$ cat config.mk
export PLATFORM = sky130hd
export DESIGN_NAME = hazard_ctrl
export DESIGN_NICKNAME = d
export VERILOG_FILES = /design/src/rtl/hazard_ctrl.sv
export SDC_FILE = /design/constraint.sdc
export NUM_CORES = 1
export LEC_CHECK = 0
export CAP_MARGIN = 0
export CORE_ASPECT_RATIO = 1.5
export CORE_UTILIZATION = 40
export CTS_CLUSTER_DIAMETER = 120
export DETAILED_ROUTE_END_ITERATION = 10
export PLACE_DENSITY = 0.73
export SLEW_MARGIN = 30
export SYNTH_ARGS = -nofsm -noshare
export SYNTH_HDL_FRONTEND = slang
export SYNTH_SLANG_ARGS = --single-unit
$ cat constraint.sdc
create_clock -name clk -period 4.07 [get_ports clk]
set_input_delay 0.814 -clock clk [delete_from_list [all_inputs] [get_ports clk]]
set_output_delay 0.814 -clock clk [all_outputs]
set_load 0.02 [all_outputs]
$ cat src/rtl/hazard_ctrl.sv
// Pipeline hazard control: combinational stall/flush/forward selects from current inputs and state,
// plus a registered memory-wait FSM, a sticky timeout flag and saturating event counters.
module hazard_ctrl #(
  parameter int REG_W   = 5,
  parameter int CNT_W   = 16,
  parameter int TIMEOUT = 1024
) (
  input  logic             clk,
  input  logic             rst,
  input  logic [REG_W-1:0] id_rs1,
  input  logic [REG_W-1:0] id_rs2,
  input  logic             id_uses_rs1,
  input  logic             id_uses_rs2,
  input  logic [REG_W-1:0] ex_rs1,
  input  logic [REG_W-1:0] ex_rs2,
  input  logic [REG_W-1:0] ex_rd,
  input  logic             ex_reg_write,
  input  logic [1:0]       ex_result_src,
  input  logic             ex_pc_src,
  input  logic [REG_W-1:0] mem_rd,
  input  logic             mem_reg_write,
  input  logic [REG_W-1:0] wb_rd,
  input  logic             wb_reg_write,
  input  logic             dmem_req,
  input  logic             dmem_ready,
  output logic             stall_pc,
  output logic             stall_if_id,
  output logic             flush_if_id,
  output logic             stall_id_ex,
  output logic             flush_id_ex,
  output logic             stall_ex_mem,
  output logic [1:0]       fwd_a,
  output logic [1:0]       fwd_b,
  output logic [CNT_W-1:0] load_stall_cnt,
  output logic [CNT_W-1:0] redirect_cnt,
  output logic [CNT_W-1:0] mem_stall_cnt,
  output logic             mem_timeout
);

  localparam int WC_W = $clog2(TIMEOUT + 1);
  // The first stalled cycle is spent in RUN, so wait_cnt lags the stall count by two at the trip edge.
  localparam logic [WC_W-1:0] WC_TRIP = WC_W'(TIMEOUT - 2);
  localparam logic [WC_W-1:0] WC_MAX  = WC_W'(TIMEOUT - 1);

  typedef enum logic {RUN, MEM_WAIT} state_t;

  state_t           state_q, state_d;
  logic [WC_W-1:0]  wait_cnt_q, wait_cnt_d;
  logic             mem_timeout_q, mem_timeout_d;
  logic [CNT_W-1:0] load_stall_cnt_q, load_stall_cnt_d;
  logic [CNT_W-1:0] redirect_cnt_q, redirect_cnt_d;
  logic [CNT_W-1:0] mem_stall_cnt_q, mem_stall_cnt_d;

  logic mem_wait, redirect, load_use;

  assign mem_wait = dmem_req & ~dmem_ready;
  assign redirect = ex_pc_src;
  assign load_use = (ex_result_src == 2'b01) & ex_reg_write & (ex_rd != '0) &
                    ((id_uses_rs1 & (id_rs1 == ex_rd)) | (id_uses_rs2 & (id_rs2 == ex_rd)));

  function automatic logic [1:0] fwd_sel(input logic [REG_W-1:0] rs);
    if (mem_reg_write && (mem_rd != '0) && (mem_rd == rs))
      fwd_sel = 2'b10;
    else if (wb_reg_write && (wb_rd != '0) && (wb_rd == rs))
      fwd_sel = 2'b01;
    else
      fwd_sel = 2'b00;
  endfunction

  function automatic logic [CNT_W-1:0] sat_inc(input logic [CNT_W-1:0] c);
    sat_inc = (c == '1) ? c : c + CNT_W'(1);
  endfunction

  always_comb begin
    stall_pc     = 1'b0;
    stall_if_id  = 1'b0;
    flush_if_id  = 1'b0;
    stall_id_ex  = 1'b0;
    flush_id_ex  = 1'b0;
    stall_ex_mem = 1'b0;
    fwd_a        = 2'b00;
    fwd_b        = 2'b00;
    if (rst) begin
      flush_if_id = 1'b1;
      flush_id_ex = 1'b1;
    end else begin
      fwd_a = fwd_sel(ex_rs1);
      fwd_b = fwd_sel(ex_rs2);
      if (mem_wait) begin
        stall_pc     = 1'b1;
        stall_if_id  = 1'b1;
        stall_id_ex  = 1'b1;
        stall_ex_mem = 1'b1;
      end else if (redirect) begin
        flush_if_id = 1'b1;
        flush_id_ex = 1'b1;
      end else if (load_use) begin
        stall_pc    = 1'b1;
        stall_if_id = 1'b1;
        flush_id_ex = 1'b1;
      end
    end
  end

  always_comb begin
    state_d          = state_q;
    wait_cnt_d       = wait_cnt_q;
    mem_timeout_d    = mem_timeout_q;
    load_stall_cnt_d = load_stall_cnt_q;
    redirect_cnt_d   = redirect_cnt_q;
    mem_stall_cnt_d  = mem_stall_cnt_q;
    case (state_q)
      RUN: begin
        wait_cnt_d = '0;
        if (mem_wait) state_d = MEM_WAIT;
      end
      MEM_WAIT: begin
        if (mem_wait) begin
          if (wait_cnt_q >= WC_TRIP) mem_timeout_d = 1'b1;
          if (wait_cnt_q < WC_MAX)   wait_cnt_d = wait_cnt_q + WC_W'(1);
        end else begin
          state_d    = RUN;
          wait_cnt_d = '0;
        end
      end
      default: state_d = RUN;
    endcase
    // Counters follow the priority resolution: masked events do not count.
    if (mem_wait)
      mem_stall_cnt_d = sat_inc(mem_stall_cnt_q);
    else if (redirect)
      redirect_cnt_d = sat_inc(redirect_cnt_q);
    else if (load_use)
      load_stall_cnt_d = sat_inc(load_stall_cnt_q);
  end

  always_ff @(posedge clk) begin
    if (rst) begin
      state_q          <= RUN;
      wait_cnt_q       <= '0;
      mem_timeout_q    <= 1'b0;
      load_stall_cnt_q <= '0;
      redirect_cnt_q   <= '0;
      mem_stall_cnt_q  <= '0;
    end else begin
      state_q          <= state_d;
      wait_cnt_q       <= wait_cnt_d;
      mem_timeout_q    <= mem_timeout_d;
      load_stall_cnt_q <= load_stall_cnt_d;
      redirect_cnt_q   <= redirect_cnt_d;
      mem_stall_cnt_q  <= mem_stall_cnt_d;
    end
  end

  assign load_stall_cnt = load_stall_cnt_q;
  assign redirect_cnt   = redirect_cnt_q;
  assign mem_stall_cnt  = mem_stall_cnt_q;
  assign mem_timeout    = mem_timeout_q;

endmodule

### Yosys cells after proc, flatten, opt, wreduce, memory -nomap -nowiden

Index checks and enable logic that the tools add are counted.

* word-level logic and storage cells: 71
* input bits: 47
* register bits after elaboration: 61
* output and inout bits: 59

* muxes and demuxes: 21
* bitwise operators: 14
* order comparisons: 2
* reduce and logical (&&, ||, !) cells: 13
* $add $sub $neg: 4
* equality and inequality tests: 11

Operator list (count)
* adder 16 x 1 -> 16 bit, second input constant: 3
* equality test 16 bit, second input constant: 3
* equality test 5 bit: 6
* two-way mux 11 bit: 2
* case mux 11 bit (2 select lines): 1
* nonzero test 5 bit: 3
* two-way mux 1 bit: 14
* adder 11 x 1 -> 11 bit, second input constant: 1
* greater-or-equal comparator 11 x 10 -> 1 bit, second input constant: 1
* < comparator 11 x 10 -> 1 bit, second input constant: 1
* two-way mux 2 bit: 4
* NOT 1 bit: 7
* bitwise AND 1 bit: 6
* logical AND 1 bit: 6
* AND reduction 3 bit: 2
* AND reduction 4 bit: 1
* != test 3 x 2 -> 1 bit, second input constant: 1
* equality test 2 x 1 -> 1 bit, second input constant: 1
* AND reduction 2 bit: 1
* bitwise OR 1 bit: 1

### Longest topological paths before layout

Gate-level depths: netlist of the first run.

* depth in word-level cells: 8
* mapped depth: 8
* mapped depth without buffers: 6

### Least setup slack after synthesis of the first run

OpenSTA, ideal clock, no wires.

* path kind: input to output
* start point: input port mem_rd[1]
* end point: output port fwd_a[0]
* stages on the path: 4
* required time: 3.256 ns
* path buffers: 0
* data arrival time: 2.452 ns
* path slack: 0.804 ns
* path through: or4_1 > o21ai_0 > nor3_1 > nor4_1

* longest elaborated chain between the ends: 5
* elaborated cells on any way between the ends: 6
* classes of those cells: eq/ne: 1; mux: 2; reduce/logical: 3

RTL lines
* start: declaration: line 20 `input logic [REG_W-1:0] mem_rd,`
* nonzero test 5 bit: line 62 `if (mem_reg_write && (mem_rd != '0) && (mem_rd == rs))`
* logical AND 1 bit: line 62
* logical AND 1 bit (*): line 62
* two-way mux 2 bit (*): line 62
* two-way mux 2 bit (*): line 83 `if (rst) begin`
* end: declaration: line 32 `output logic [1:0] fwd_a,`

Every way passes the cells marked *; elsewhere a longest branch is shown, timed or not.

### Worst setup path after layout of the first run

Same ends and word-level chain as after synthesis.

==> metrics.cfg, run 1 <==
[drt]
first_pass_iters = 4
first_iter_violations = 132
ant_nets = 0
drt_wl_total_um = 9180
drt-wirelength-per-cell_um = 14.4
remaining_drc_errors = 0
via_per_inst = 5.53
via_count = 3530

[global_routing]
grt_start_max_net_pins = 58
grt.overflow.total = 0
grt_pass1_vias = 3357
antenna_found_initial = 0
grt_pass1_wl_um = 15200
grt_use_total_pct = 21.2

[logic_synthesis]
yosys-top-cells-area = dfxtp_1, xnor2_1, xor2_1, nor2_1, nand4_1
netlist_instances = 425
synthArstFlopShare_pct = 0
synth_top_area_cell = dfxtp_1
seq_area_frac_synth_pct = 34.8
synth_ff_type = dfxtp_1
syn_nets = 477
ys.warnings.count = 0
synth_edf_count = 0
synth.distinct_cells = 51
avgSynthCellArea_um2 = 8.25
synth_top_area_share_pct = 34.8
netlist_area_um2 = 3510
synth-seq-cells = 61

[clocking]
cts_buffers = 9
clkTransAtPathRegs_ns = 0.05
cts.sinks = 61
post_cts_buffers = 0
cts_max_level = 3
cts_tree = built
clk-insertion-delay-late_ns = 0.33
cts-resized-gates = 0
clock-root-buffer = clkbuf_16
holdBufCountCts = 0
clock_path_buffers = 2

[critical_path]
path_class = in2out
r2r_slack_ns = 1.74
r2r-start = load_stall_cnt[0]
crit_fanout = 4
r2r_end = load_stall_cnt[8]
endpoint = fwd_a[0]
reg2regPathDepth = 6
crit_path_start = mem_rd[1]
endpoint_kind = primary output
required_ns = 3.26
cp.arrival_ns = 3.07
startpoint_type = primary input

[placement]
place_area_um2 = 4650
portBuffers = 105
dp_slack_ns = 0.163
routabilityCongestion = 0.859
hpwl_um = 6920
dp.cells = 623

[timing]
setup_violations = 0
hold_viol_final = 0
slew_viol_final = 0
setup_tns_ns = 0
whs_ns = 0.494
fmax_mhz = 257
setup_ws_ns = 0.181
rsz0062_at_grt = false
slew_headroom_pct = 56.3
fin_crit_ns = 3.89
tightest_slew_ns = 0.650
post-route-period-util_pct = 95.5
clock_skew_ns = 0.00666

[floorplanning]
die_h_um = 117
dieArea_um2 = 9160
start_util_pct = 41.4
io_pins = 106
die_width_um = 78.5
num_rows = 41
core_area_um2 = 8460

[cells_and_area]
stdcell_count = 638
area_growth_pct = 41.5
final_area_um2 = 4970
num_antenna_cells = 0
utilization_pct = 58.7
final_layout_size_suffix_gt1_share_pct = 6.21
nets = 579

[power_and_ir_drop]
cellPowerDensity_nw_per_um2 = 313
p_sw_uw = 328
p_leak_nw = 1.61
intPower_mw = 1.23
design_power_total_mw = 1.56
seqPwrFrac_pct = 39.0
combPwrFrac_pct = 9.5
power.share.switching_pct = 21.1
pwr-share-clk_pct = 51.5
ir_worst_vdd_v = 0.000240

[status]
status = complete, no violations

[min_path]
hp-class = reg2reg

[flow_run]
max_cap_violations = 0

## cell usage in the layout (no fill, tap or decap), drive strengths merged, types with 10 or more instances in the layout
cell           synthesis  final
or4                   14     14
o21ai                 14     14
nor3                  16     16
a21oi                 23     23
xor2                  25     25
and3                  10     10
nand3                 23     23
nand4                 21     21
xnor2                 36     36
clkbuf                14     11
dfxtp                 61     61
clkdlybuf4s50          0    104
nor2                  48     48
nor4                  14     14
nand2                 24     24
## Yosys cell counts, types with 2 or more instances
library cell,instances
o21ai_0,14
or4_1,14
dfxtp_1,61
buf_4,2
mux2_2,2
o41ai_1,2
xnor2_1,36
o31ai_1,5
nor2_1,48
nor4b_1,2
nand2_1,24
and4_1,4
nor2b_1,5
nand4_1,20
or3_1,8
a311oi_1,2
or2_2,2
and3_1,10
clkbuf_1,14
a21oi_1,23
buf_2,3
nand2b_1,3
nor4_1,13
mux2i_1,2
xor2_1,25
ha_1,5
and2_1,3
inv_1,5
nor3_1,16
a31oi_1,3
a2111oi_0,2
a211oi_1,7
nand3_1,22
## final cells by class
cell class	instances	area, µm²
inverters	5	18.8
clock inverters	4	72.6
multi-input cells	338	2180
flip-flops and latches	61	1220
well taps	107	134
fillers	763	3500
clock buffers	11	243
repair buffers	112	1100
## critical path: stages
cell             delay [ns]
clkdlybuf4s50_1        0.43
or4_1                  0.52
o21ai_0                0.16
buf_4                  0.15
nor3_1                 0.05
nor4_1                 0.30
clkdlybuf4s50_1        0.66
## metal layers
metal	part of all wire [%]	GRT usage (%)	up-vias	wire [µm]
met2	54	39.1	102	4960
met4	1.6	7.78	0	151
li1	-	-	1764	-
met3	5.9	6.80	12	538
met1	38	22.5	1652	3530
met5	0	0	-	0
## registers in the layout, summed over array words and instances (netlist names)
signal          count
state_q             1
load_stall_cnt     16
redirect_cnt       16
mem_timeout         1
wait_cnt_q         11
mem_stall_cnt      16
## how the worst min path moves through the flow
stage | to | slack (ns) | from | cells past startpoint
global placement | mem_stall_cnt[15] | 0.48 | mem_stall_cnt[15] | 2
finish | mem_stall_cnt[15] | 0.49 | mem_stall_cnt[15] | 2
floorplan | wait_cnt_q[0] | 0.44 | state_q | 2
CTS | mem_stall_cnt[15] | 0.50 | mem_stall_cnt[15] | 2
global route | mem_stall_cnt[15] | 0.54 | mem_stall_cnt[15] | 2
detailed placement | mem_stall_cnt[15] | 0.49 | mem_stall_cnt[15] | 2
## logic make-up after synthesis
| group | Yosys count | synth area share (%) |
|---|---|---|
| flops | 61 | 34.8 |
| simple gates | 205 | 32.4 |
| buf+inv | 26 | 3.32 |
| mux | 5 | 1.64 |
| xor+xnor | 61 | 15.2 |
| compound gates | 62 | 10.8 |
| fa+ha+maj | 5 | 1.78 |
## power by group through the flow
stage | Sequential, mW | Combinational [mW] | Clock [mW]
CTS | 0.606 | 0.149 | 0.825
global placement | 0.618 | 0.145 | 0
floorplan | 0.622 | 0.0610 | 0
finish | 0.607 | 0.148 | 0.801
detailed placement | 0.619 | 0.148 | 0
global route | 0.606 | 0.160 | 0.856
(Power assumes the default switching activity.)
==> run 2, diff against run 1 <==
Settings changed: CORE_UTILIZATION 40 to 51, PLACE_DENSITY 0.73 to 0.89.
==> metrics.cfg, run 2 (synthesized netlist as in run 1, its figures left out) <==
[status]
status = complete, no violations

[critical_path]
reg2regPathDepth = 6
required_ns = 3.26
cp.arrival_ns = 3.08
path_class = in2out
cpPeakStageDelay_ns = 0.64
r2r-start = load_stall_cnt[0]
r2r_slack_ns = 1.77
worstPathCellList = clkdlybuf4s50_1 > xor2_1 > nor4_1 > a32oi_1 > nand2b_1 > a21oi_1 > clkdlybuf4s50_1
startpoint_type = primary input
endpoint_kind = primary output
crit_path_start = ex_rd[3]
crit_top_cell = clkdlybuf4s50_1
cp_slowest_cell = clkdlybuf4s50_1
crit_fanout = 3
r2r_end = load_stall_cnt[8]

[clocking]
cts_max_level = 3
cts_tree = built
clk-insertion-delay-late_ns = 0.34
clock-root-buffer = clkbuf_8
cts_buffers = 9
cts-resized-gates = 0
clkTransAtPathRegs_ns = 0.06
post_cts_buffers = 0
clock_path_buffers = 2
holdBufCountCts = 0
cts.sinks = 61

[power_and_ir_drop]
p_leak_nw = 1.55
ir_worst_vdd_v = 0.000156
design_power_total_mw = 1.22
cellPowerDensity_nw_per_um2 = 255

[floorplanning]
die_width_um = 69.7
dieArea_um2 = 7220
io_pins = 106
start_util_pct = 53.3
core_area_um2 = 6580
die_h_um = 104
num_rows = 36

[timing]
slew_headroom_pct = 40.5
post-route-period-util_pct = 95.7
fmax_mhz = 257
setup_violations = 0
tightest_slew_ns = 0.869
rsz0062_at_grt = false
hold_viol_final = 0
setup_tns_ns = 0
clock_skew_ns = 0.0103
whs_ns = 0.512
slew_viol_final = 0
setup_ws_ns = 0.176
fin_crit_ns = 3.89

[drt]
drt-wirelength-per-cell_um = 15.2
ant_nets = 0
remaining_drc_errors = 0
via_per_inst = 6.02
via_count = 3652
first_pass_iters = 4
first_iter_violations = 270
drt_wl_total_um = 9240

[global_routing]
grt_use_total_pct = 26.3
grt_pass1_vias = 3498
grt_start_max_net_pins = 58
grt_pass1_wl_um = 15600
grt.overflow.total = 0
antenna_found_initial = 0

[flow_run]
max_cap_violations = 0

[min_path]
hp-class = reg2reg
min_to = wait_cnt_q[8]
hp-start = wait_cnt_q[8]
holdPathStages = 2

[placement]
dp_slack_ns = 0.185
dp.cells = 593
portBuffers = 105
hpwl_um = 6960
routabilityCongestion = 0.868
place_area_um2 = 4610

[cells_and_area]
utilization_pct = 72.7
final_cell_mix = clkdlybuf4s50_1, dfxtp_1, nor2_1
final_area_um2 = 4780
layout_commonest_cell = clkdlybuf4s50_1
nets = 580
area_growth_pct = 36.3
final_layout_size_suffix_gt1_share_pct = 6.21
stdcell_count = 607
num_antenna_cells = 0

## run 2: cell types whose count changed in the layout (fill, tap and decap cells not counted), sizes merged
cell and delta:
buf +1, bufinv -2, clkbuf +1, clkinv +1, clkinvlp -1
## run 2: cell type report
type / count / area [µm²]
multi-input cells: 338 / 2180
inverters: 5 / 18.8
fillers: 513 / 1790
clock buffers: 12 / 155
clock inverters: 2 / 10.0
repair buffers: 113 / 1110
flip-flops and latches: 61 / 1220
well taps: 76 / 95.1
## run 2: metal layers
layer | vias up | part of all wire (%) | track usage (%)
li1 | 1752 | - | -
met3 | 27 | 5.9 | 5.35
met1 | 1738 | 36 | 27.6
met5 | - | 0 | 0
met2 | 135 | 54 | 48.0
met4 | 0 | 3.4 | 14.4
## run 2: worst max path at each step
stage                          end  depth (start not counted)  slack (ns)
after floorplan           fwd_a[0]                          4        0.80
after global placement    fwd_b[0]                          7        0.23
after detailed placement  fwd_b[0]                          7        0.18
after CTS                 stall_pc                          7        0.16
after global routing      fwd_a[0]                          7        0.01
final                     stall_pc                          7        0.18
## run 2: power by group
part	switching [mW]	leakage, nW	internal [mW]
Clock	0.220	0.0881	0.245
Sequential	0.00448	0.492	0.601
Combinational	0.0680	0.969	0.0796
Total	0.292	1.55	0.926
## run 2: critical path: cells and delay by family
kind	cells	cell delay, ns
XOR/XNOR	1	0.19
AND/OR/NAND/NOR	2	0.55
buffers and inverters	2	1.11
AO/OA/AOI/OAI	2	0.41
